## config.mk

```make
export PLATFORM = sky130hd
export DESIGN_NAME = mem_port_arbiter
export DESIGN_NICKNAME = d
export VERILOG_FILES = /design/src/rtl/mem_arb_pkg.sv /design/src/rtl/arb_perf_counters.sv /design/src/rtl/mem_port_arbiter.sv
export SDC_FILE = /design/constraint.sdc
export NUM_CORES = 1
export LEC_CHECK = 0
export ABC_AREA = 1
export CAP_MARGIN = 0
export CORE_AREA = 2 2 107 130
export DETAILED_ROUTE_END_ITERATION = 7
export DIE_AREA = 0 0 109 132
export PLACE_DENSITY = 0.85
export SLEW_MARGIN = 20
export SYNTH_ARGS = -nofsm -noshare
export SYNTH_HDL_FRONTEND = slang
export SYNTH_SLANG_ARGS = --single-unit
```

## constraint.sdc

```tcl
create_clock -name CLK -period 2.3 [get_ports CLK]
set_input_delay 0.23 -clock CLK [delete_from_list [all_inputs] [get_ports CLK]]
set_output_delay 0.23 -clock CLK [all_outputs]
set_load 0.03 [all_outputs]
```

## src/rtl/mem_arb_pkg.sv

```systemverilog
// Shared types and defaults for the IF/ME unified-memory port arbiter.
package mem_arb_pkg;

    localparam int AW_DEFAULT = 32;
    localparam int DW_DEFAULT = 32;
    localparam int PERF_W     = 32;

    typedef enum logic [1:0] {
        IDLE = 2'd0,
        BUSY = 2'd1,
        DONE = 2'd2
    } arb_state_t;

    typedef enum logic [1:0] {
        NONE = 2'd0,
        IF   = 2'd1,
        ME   = 2'd2
    } arb_owner_t;

    function automatic logic [PERF_W-1:0] sat_inc(input logic [PERF_W-1:0] v);
        return (&v) ? v : v + 1'b1;
    endfunction

endpackage

```

## src/rtl/arb_perf_counters.sv

```systemverilog
// Saturating event counters for grants and IF-loses-to-ME conflicts.
module arb_perf_counters
    import mem_arb_pkg::*;
(
    input  logic              CLK,
    input  logic              RST,
    input  logic              if_inc,
    input  logic              me_inc,
    input  logic              conflict_inc,
    output logic [PERF_W-1:0] if_cnt,
    output logic [PERF_W-1:0] me_cnt,
    output logic [PERF_W-1:0] conflict_cnt
);

    always_ff @(posedge CLK) begin
        if (RST) begin
            if_cnt       <= '0;
            me_cnt       <= '0;
            conflict_cnt <= '0;
        end else begin
            if (if_inc)       if_cnt       <= sat_inc(if_cnt);
            if (me_inc)       me_cnt       <= sat_inc(me_cnt);
            if (conflict_inc) conflict_cnt <= sat_inc(conflict_cnt);
        end
    end

endmodule

```

## src/rtl/mem_port_arbiter.sv

```systemverilog
// Arbitrates the single-ported memory between fetch (IF) and data (ME), ME first.
// Define MEM_ARB_PERF_EN to add saturating grant/conflict counters.
module mem_port_arbiter
    import mem_arb_pkg::*;
#(
    parameter int AW = AW_DEFAULT,
    parameter int DW = DW_DEFAULT
) (
    input  logic          CLK,
    input  logic          RST,
    input  logic          if_req,
    input  logic [AW-1:0] if_addr,
    output logic          if_gnt,
    output logic          if_rvalid,
    output logic [DW-1:0] if_rdata,
    output logic          if_stall,
    input  logic          me_req,
    input  logic          me_we,
    input  logic [AW-1:0] me_addr,
    input  logic [DW-1:0] me_wdata,
    output logic          me_gnt,
    output logic          me_rvalid,
    output logic [DW-1:0] me_rdata,
    output logic          me_stall,
    output logic          mem_en,
    output logic          mem_we,
    output logic [AW-1:0] mem_addr,
    output logic [DW-1:0] mem_wdata,
    input  logic [DW-1:0] mem_rdata,
    input  logic          mem_ack
`ifdef MEM_ARB_PERF_EN
    ,
    output logic [PERF_W-1:0] perf_if_cnt,
    output logic [PERF_W-1:0] perf_me_cnt,
    output logic [PERF_W-1:0] perf_conflict_cnt
`endif
);

    arb_state_t state;
    arb_owner_t owner;
    logic       arb_cycle;
    logic       if_eligible;
    logic       me_eligible;

    // In DONE the owner's req still belongs to the finished access, so it is masked.
    // NOTE: every signal is assigned on every path of this block, so no latch is inferred.
    always_comb begin
        arb_cycle   = (state == IDLE) || (state == DONE);
        me_eligible = me_req && !((state == DONE) && (owner == ME));
        if_eligible = if_req && !((state == DONE) && (owner == IF));
        me_gnt      = arb_cycle && me_eligible && !RST;
        if_gnt      = arb_cycle && if_eligible && !me_eligible && !RST;
    end

    assign if_stall = if_req & ~if_rvalid;
    assign me_stall = me_req & ~me_rvalid;

    // NOTE: non-blocking assignments keep every register sampling pre-edge values.
    always_ff @(posedge CLK) begin
        if (RST) begin
            state     <= IDLE;
            owner     <= NONE;
            mem_en    <= 1'b0;
            mem_we    <= 1'b0;
            mem_addr  <= '0;
            mem_wdata <= '0;
            if_rvalid <= 1'b0;
            if_rdata  <= '0;
            me_rvalid <= 1'b0;
            me_rdata  <= '0;
        end else begin
            if_rvalid <= 1'b0;
            me_rvalid <= 1'b0;
            case (state)
                BUSY: begin
                    if (mem_ack) begin
                        state  <= DONE;
                        mem_en <= 1'b0;
                        mem_we <= 1'b0;
                        if (owner == ME) begin
                            me_rvalid <= 1'b1;
                            me_rdata  <= mem_we ? '0 : mem_rdata;
                        end else begin
                            if_rvalid <= 1'b1;
                            if_rdata  <= mem_rdata;
                        end
                    end
                end
                default: begin
                    if (me_gnt) begin
                        state     <= BUSY;
                        owner     <= ME;
                        mem_en    <= 1'b1;
                        mem_we    <= me_we;
                        mem_addr  <= me_addr;
                        mem_wdata <= me_we ? me_wdata : '0;
                    end else if (if_gnt) begin
                        state     <= BUSY;
                        owner     <= IF;
                        mem_en    <= 1'b1;
                        mem_we    <= 1'b0;
                        mem_addr  <= if_addr;
                        mem_wdata <= '0;
                    end else begin
                        state <= IDLE;
                        owner <= NONE;
                    end
                end
            endcase
        end
    end

`ifdef MEM_ARB_PERF_EN
    logic conflict;
    assign conflict = arb_cycle && if_eligible && me_eligible && !RST;

    arb_perf_counters u_perf (
        .CLK          (CLK),
        .RST          (RST),
        .if_inc       (if_gnt),
        .me_inc       (me_gnt),
        .conflict_inc (conflict),
        .if_cnt       (perf_if_cnt),
        .me_cnt       (perf_me_cnt),
        .conflict_cnt (perf_conflict_cnt)
    );
`endif

endmodule

```

==> results of run 1 <==
synthesized netlist by cell type, types with 2 or more instances:
master | instances | area share
a21oi_1 | 26 | 0.022
a21oi_2 | 9 | 0.014
buf_1 | 3 | 0.0019
buf_12 | 3 | 0.010
buf_2 | 17 | 0.015
buf_4 | 9 | 0.012
buf_6 | 9 | 0.017
clkbuf_1 | 13 | 0.0084
dfxtp_1 | 136 | 0.47
inv_1 | 15 | 0.0097
inv_2 | 4 | 0.0026
nand2_1 | 201 | 0.13
nand2_4 | 3 | 0.0058
nand3_1 | 45 | 0.039
nand3_2 | 18 | 0.031
nand3b_1 | 32 | 0.041
nor2_1 | 137 | 0.089
nor2_2 | 2 | 0.0022
nor2_4 | 6 | 0.012
o21ai_0 | 58 | 0.050
o21ai_1 | 7 | 0.0060
worst max-delay path, stage by stage (launching register included):
cell and delay (ns):
dfxtp_1 0.46, nor2_2 0.07, nand2_2 0.09, nand3_4 0.24
inv_1 0.15, buf_4 0.21, buf_4 0.19
logic make-up (layout without fill, tap and decap cells):
family / Yosys count / count (layout) / synth area share
and+or+nand+nor: 447 / 447 / 0.3552
DFF: 136 / 136 / 0.4699
AOI/OAI and AO/OA: 101 / 101 / 0.09350
buffers and inverters: 76 / 337 / 0.08141
stage by stage:
stage / setup slack, ns / cells
after floorplan: 0.8967 / 760
after global placement: 0.3468 / 1157
after detailed placement: 0.3230 / 1157
after CTS: 0.2135 / 1189
after global routing: 0.09395 / 1189
final: 0.2445 / 1189
layout make-up:
type	count	share of cell area
clock inverter	14	0.02439
timing repair buffer	285	0.3106
sequential	136	0.2998
clock buffer	18	0.04726
multi-input combinational	548	0.2863
tap	168	0.02315
inverter	20	0.008542
routing by layer:
metal,GRT usage,vias up,wire length (um)
li1,-,2928,-
met3,0.06871,36,1267
met2,0.4217,191,8848
met4,0.1004,0,521
met5,0,-,0
met1,0.2519,2627,6763
flip-flops by register name, summed over array words and instances (netlist names):
register and flops:
if_rdata 32, me_rdata 32, mem_addr 32, mem_wdata 32
owner 2, state 2, if_rvalid 1, me_rvalid 1
mem_en 1, mem_we 1
how the worst min path moves through the flow:
stage	start	endpoint	slack (ns)
final	me_wdata[13]	mem_wdata[13]	0.38
after global routing	me_wdata[13]	mem_wdata[13]	0.38
after CTS	me_wdata[13]	mem_wdata[13]	0.36
after detailed placement	mem_wdata[27]	mem_wdata[27]	0.47
after global placement	mem_wdata[27]	mem_wdata[27]	0.46
after floorplan	mem_rdata[0]	if_rdata[0]	0.36
power by group through the flow:
stage	Sequential, mW	Clock, mW	Combinational [mW]
3_3_place_gp	2.57	0	1.17
2_1_floorplan	2.78	0	0.442
5_1_grt	2.53	3.13	1.27
4_1_cts	2.52	3.04	1.18
3_5_place_dp	2.57	0	1.18
6_report	2.52	2.99	1.18
==> run_results.csv, run 1 <==
group,metric,value,unit
status,status,"finished clean",
sta,timing.final.crit_period,2.055,ns
synthesis,syn-num-nets,894,
floorplanning,ioPinCount,270,
floorplanning,start_util,0.4435,
global_routing,grt_pass1_vias,5530,
floorplanning,dieArea,14390,um^2
cells_and_area,drive_gt1_frac,0.09207,
synthesis,synthArstFlopShare,0,
sta,hold_viol,0,
cts,clock_latency,0.41,ns
placement,portBuffers,269,
hold_path,min_path_cells,3,
synthesis,ys_ff_latch,136,
synthesis,synth.distinct_cells,28,
worst_setup_path,crit_start,"state[0]",
cts,cts_buffers,17,
global_routing,grt_first_pass_wirelength,27100,um
worst_setup_path,timing.critical_path.from_type,"flip-flop",
cells_and_area,diodes,0,
cells_and_area,multi_input_area,2600,um^2
sta,tightest_slew,0.9538,ns
cells_and_area,area_delta_synth_final,56.73,%
placement,placed_area,8431,um^2
synthesis,avgSynthCellArea,7.624,um^2
sta,setup_viol,0,
pwr,total_power,6.693,mW
pwr,power_frac_comb,0.176,
cells_and_area,layout_common_cells,"clkdlybuf4s50_1 (267), nand2_1 (201), nor2_1 (137)",
synthesis,synthCells,760,
drt,vias,5782,
cts,clock-root-buffer,"clkbuf_16",
worst_setup_path,rr_startpoint,"state[0]",
cells_and_area,final_common_cell,"clkdlybuf4s50_1",
synthesis,yosys_warnings,0,
worst_setup_path,path_max_fanout,16,
worst_setup_path,endpoint,"me_gnt",
pwr,intPower,4.949,mW
pwr,p_sw,1.745,mW
sta,rsz0062_at_grt,"false",
worst_setup_path,reg2reg_to,"me_rdata[7]",
cts,holdBufCountCts,0,
cts,clock-sinks,136,
synthesis,synth_area,5794,um^2
worst_setup_path,rrSetupSlack,0.50,ns
pwr,p_leak,3.746,nW
worst_setup_path,critPathKind,"reg2out",
global_routing,antenna_found_initial,0,
cells_and_area,fin_nets,1142,
synthesis,synth_edf_count,0,
drt,wl,17400,um
floorplanning,design.core.area,13070,um^2
cells_and_area,seqCellArea,2723,um^2
worst_setup_path,worstPathRequired,2.07,ns
sta,fmax,486.5,MHz
worst_setup_path,ff2ff_path_depth,7,
cts,cts_resized,0,
synthesis,synth_flop_cell,"dfxtp_1",
worst_setup_path,crit_path_end_kind,"output port",
sta,fin_crit_sh,0.8937,
synthesis,yosysSeqAreaShare,0.4699,
worst_setup_path,arrival,1.83,ns
drt,drt_iter0_markers,347,
floorplanning,die_x,109,um
placement,dp_hpwl,11880,um
global_routing,grt_overflow,0,
placement,gp_congestion,0.7862,
cts,cts_max_level,4,
drt,drc,0,
pwr,powerDensity,737.0,nW/um^2
drt,drt_pass1_iterations,6,
pwr,power_frac_clock,0.447,
floorplanning,rows,46,
drt,wl_per_cell,14.63,um
pwr,swShare,0.2607,
run,cap_violations,0,
cts,cts.clk_slew.worst_paths,0.06,ns
cts,cts_tree,"built",
global_routing,grt_max_degree,46,
cells_and_area,fill_cells,1066,
sta,finClkSkew,0.01097,ns
drt,vias_per_cell,4.863,
sta,drv_slew,0,
sta,slew_headroom,0.3634,
hold_path,hp-class,"in2reg",
sta,fin_tns_setup,0,ns
cts,cts_setup_buffers,0,
drt,postRouteAntennaNets,0,
cells_and_area,final_area,9081,um^2
sta,fin_hold_ws,0.3804,ns
pwr,ir_drop,0.4728,mV
pwr,p_seq_frac,0.377,
cells_and_area,post-route-util,0.6951,
cts,clk_path_buf_depth,2,
global_routing,grt_usage,0.2355,
floorplanning,die-height,132,um
No activity file was read; power rests on OpenSTA's default activity.
==> run 2, diff against run 1 <==
Settings changed: CORE_AREA 2 2 107 130 to 2 2 106 128, CTS_BUF_LIST set to sky130_fd_sc_hd__clkbuf_4, DIE_AREA 0 0 109 132 to 0 0 108 130, PLACE_DENSITY 0.85 to 0.87.
==> run_results.csv, run 2 (same netlist as run 1, synthesis figures left out) <==
group,metric,value,unit
status,status,"finished clean",
worst_setup_path,cpPeakStageDelay,0.32,ns
hold_path,hp-class,"in2reg",
sta,fin_crit_sh,0.9078,
sta,slew_headroom,0.5860,
worst_setup_path,worstPathRequired,2.07,ns
placement,gp_congestion,0.8429,
sta,hold_viol,0,
worst_setup_path,path_buf_inv,4,
pwr,swShare,0.2932,
worst_setup_path,arrival,1.86,ns
cts,cts_max_level,4,
sta,finalWorstSetupSlack,0.2120,ns
pwr,powerDensity,630.8,nW/um^2
sta,fin_tns_setup,0,ns
drt,wl_per_cell,14.36,um
pwr,p_leak,3.602,nW
worst_setup_path,critPathMostFrequentCell,"inv_1",
sta,rsz0062_at_grt,"false",
floorplanning,die-height,130,um
cts,cts.clk_slew.worst_paths,0.12,ns
cts,clock_latency,0.53,ns
cts,clock-sinks,136,
floorplanning,design.core.area,12950,um^2
global_routing,grt_max_degree,65,
worst_setup_path,slowest_stage,"dfxtp_1",
global_routing,grt_overflow,0,
sta,fmax,478.9,MHz
floorplanning,dieArea,14040,um^2
worst_setup_path,path_delay_family,"buffers and inverters",
drt,wl,17090,um
worst_setup_path,critPathKind,"reg2out",
cells_and_area,seqCellArea,2723,um^2
cts,clk_path_buf_depth,2,
worst_setup_path,cp_cell_sequence,"inv_1, nor2_4, nand2_2, nand3_4, inv_1, buf_6, buf_4",
pwr,p_seq_frac,0.456,
drt,vias,5816,
cells_and_area,area_delta_synth_final,51.39,%
cells_and_area,drive_gt1_frac,0.09305,
pwr,power_frac_clock,0.332,
placement,portBuffers,269,
cts,cts_buffers,17,
floorplanning,rows,46,
drt,drt_iter0_markers,276,
floorplanning,die_x,108,um
cells_and_area,fin_nets,1142,
pwr,intPower,3.911,mW
global_routing,antenna_found_initial,1,
cells_and_area,multi_input_area,2600,um^2
sta,drv_slew,0,
cells_and_area,fill_cells,1083,
worst_setup_path,path_max_fanout,25,
global_routing,grt_first_pass_wirelength,26980,um
sta,timing.final.crit_period,2.088,ns
cells_and_area,post-route-util,0.6774,
placement,dp_hpwl,11940,um
drt,postRouteAntennaNets,0,
global_routing,grt_pass1_vias,5614,
cts,cts_tree,"built",
sta,tightest_slew,0.6201,ns
sta,finClkSkew,0.02481,ns
global_routing,grt_usage,0.2408,
worst_setup_path,crit_path_end_kind,"output port",
drt,drc,0,
drt,vias_per_cell,4.887,
drt,drt_pass1_iterations,4,
pwr,ir_drop,0.4121,mV
floorplanning,ioPinCount,270,
cells_and_area,layout_common_cells,"clkdlybuf4s50_1 (267), nand2_1 (201), nor2_1 (137)",
cells_and_area,final_area,8772,um^2
placement,place_ws,0.3167,ns
pwr,p_sw,1.622,mW
run,cap_violations,0,
cells_and_area,final_common_cell,"clkdlybuf4s50_1",
cts,clock-root-buffer,"clkbuf_4",
worst_setup_path,timing.critical_path.from_type,"flip-flop",
sta,setup_viol,0,
placement,place_inst,1157,
cts,holdBufCountCts,0,
floorplanning,start_util,0.4474,
pwr,power_frac_comb,0.212,
cells_and_area,layoutNonFillerInstCount,1190,
placement,placed_area,8431,um^2
## run 2: worst paths after layout
kind	from	end	slack (ns)	cells past startpoint
worst max-delay path	owner[1]	me_gnt	0.21	7
worst min-delay path	me_wdata[6]	mem_wdata[6]	0.26	3
worst max register to register	owner[1]	mem_wdata[13]	0.54	8
worst min register to register	mem_wdata[14]	mem_wdata[14]	0.48	2
## run 2: through the flow
step	hold WS [ns]	power [mW]
floorplan	0.3649	3.226
global placement	0.4603	3.731
detailed placement	0.4647	3.747
CTS	0.2154	5.582
global route	0.2343	5.793
finish	0.2560	5.534
## run 2: area by class of cell
type / count / share of cell area
repair buffers: 285 / 0.3219
well taps: 168 / 0.02396
diodes: 1 / 0.0002853
multi-input cells: 548 / 0.2964
inverters: 20 / 0.008843
flip-flops and latches: 136 / 0.3104
clock inverters: 13 / 0.02197
clock buffers: 19 / 0.01626
## run 2: timing repair
action,4_1_cts,5_1_grt
setup buffers,0,0
setup endpoints to repair,0,1
endpoints found under the hold margin,0,0
resized for setup,0,1
## run 2: tightest hold or removal path, delay by kind of cell
family          cells  cell delay, ns
buf+inv             1            0.39
simple gates        1            0.06
compound gates      1            0.06
## run 2: power by group through the flow
stage / registers, mW / logic, mW / clock network (mW)
6_report: 2.52 / 1.18 / 1.84
5_1_grt: 2.54 / 1.27 / 1.99
4_1_cts: 2.52 / 1.18 / 1.88
3_5_place_dp: 2.57 / 1.17 / 0
3_3_place_gp: 2.57 / 1.16 / 0
2_1_floorplan: 2.78 / 0.442 / 0
## run 2: metal layers
metal | up-vias | part of all wire | global-route usage
li1 | 2932 | - | -
met1 | 2632 | 0.39 | 0.2714
met2 | 215 | 0.51 | 0.4266
met3 | 37 | 0.076 | 0.06494
met4 | 0 | 0.026 | 0.1041
met5 | - | 0 | 0
==> run 3, diff against run 2 <==
Settings changed: GPL_ROUTABILITY_DRIVEN set to 0.
==> results of run 3 <==
No change in the layout: final DEF, timing and power equal those of run 2.
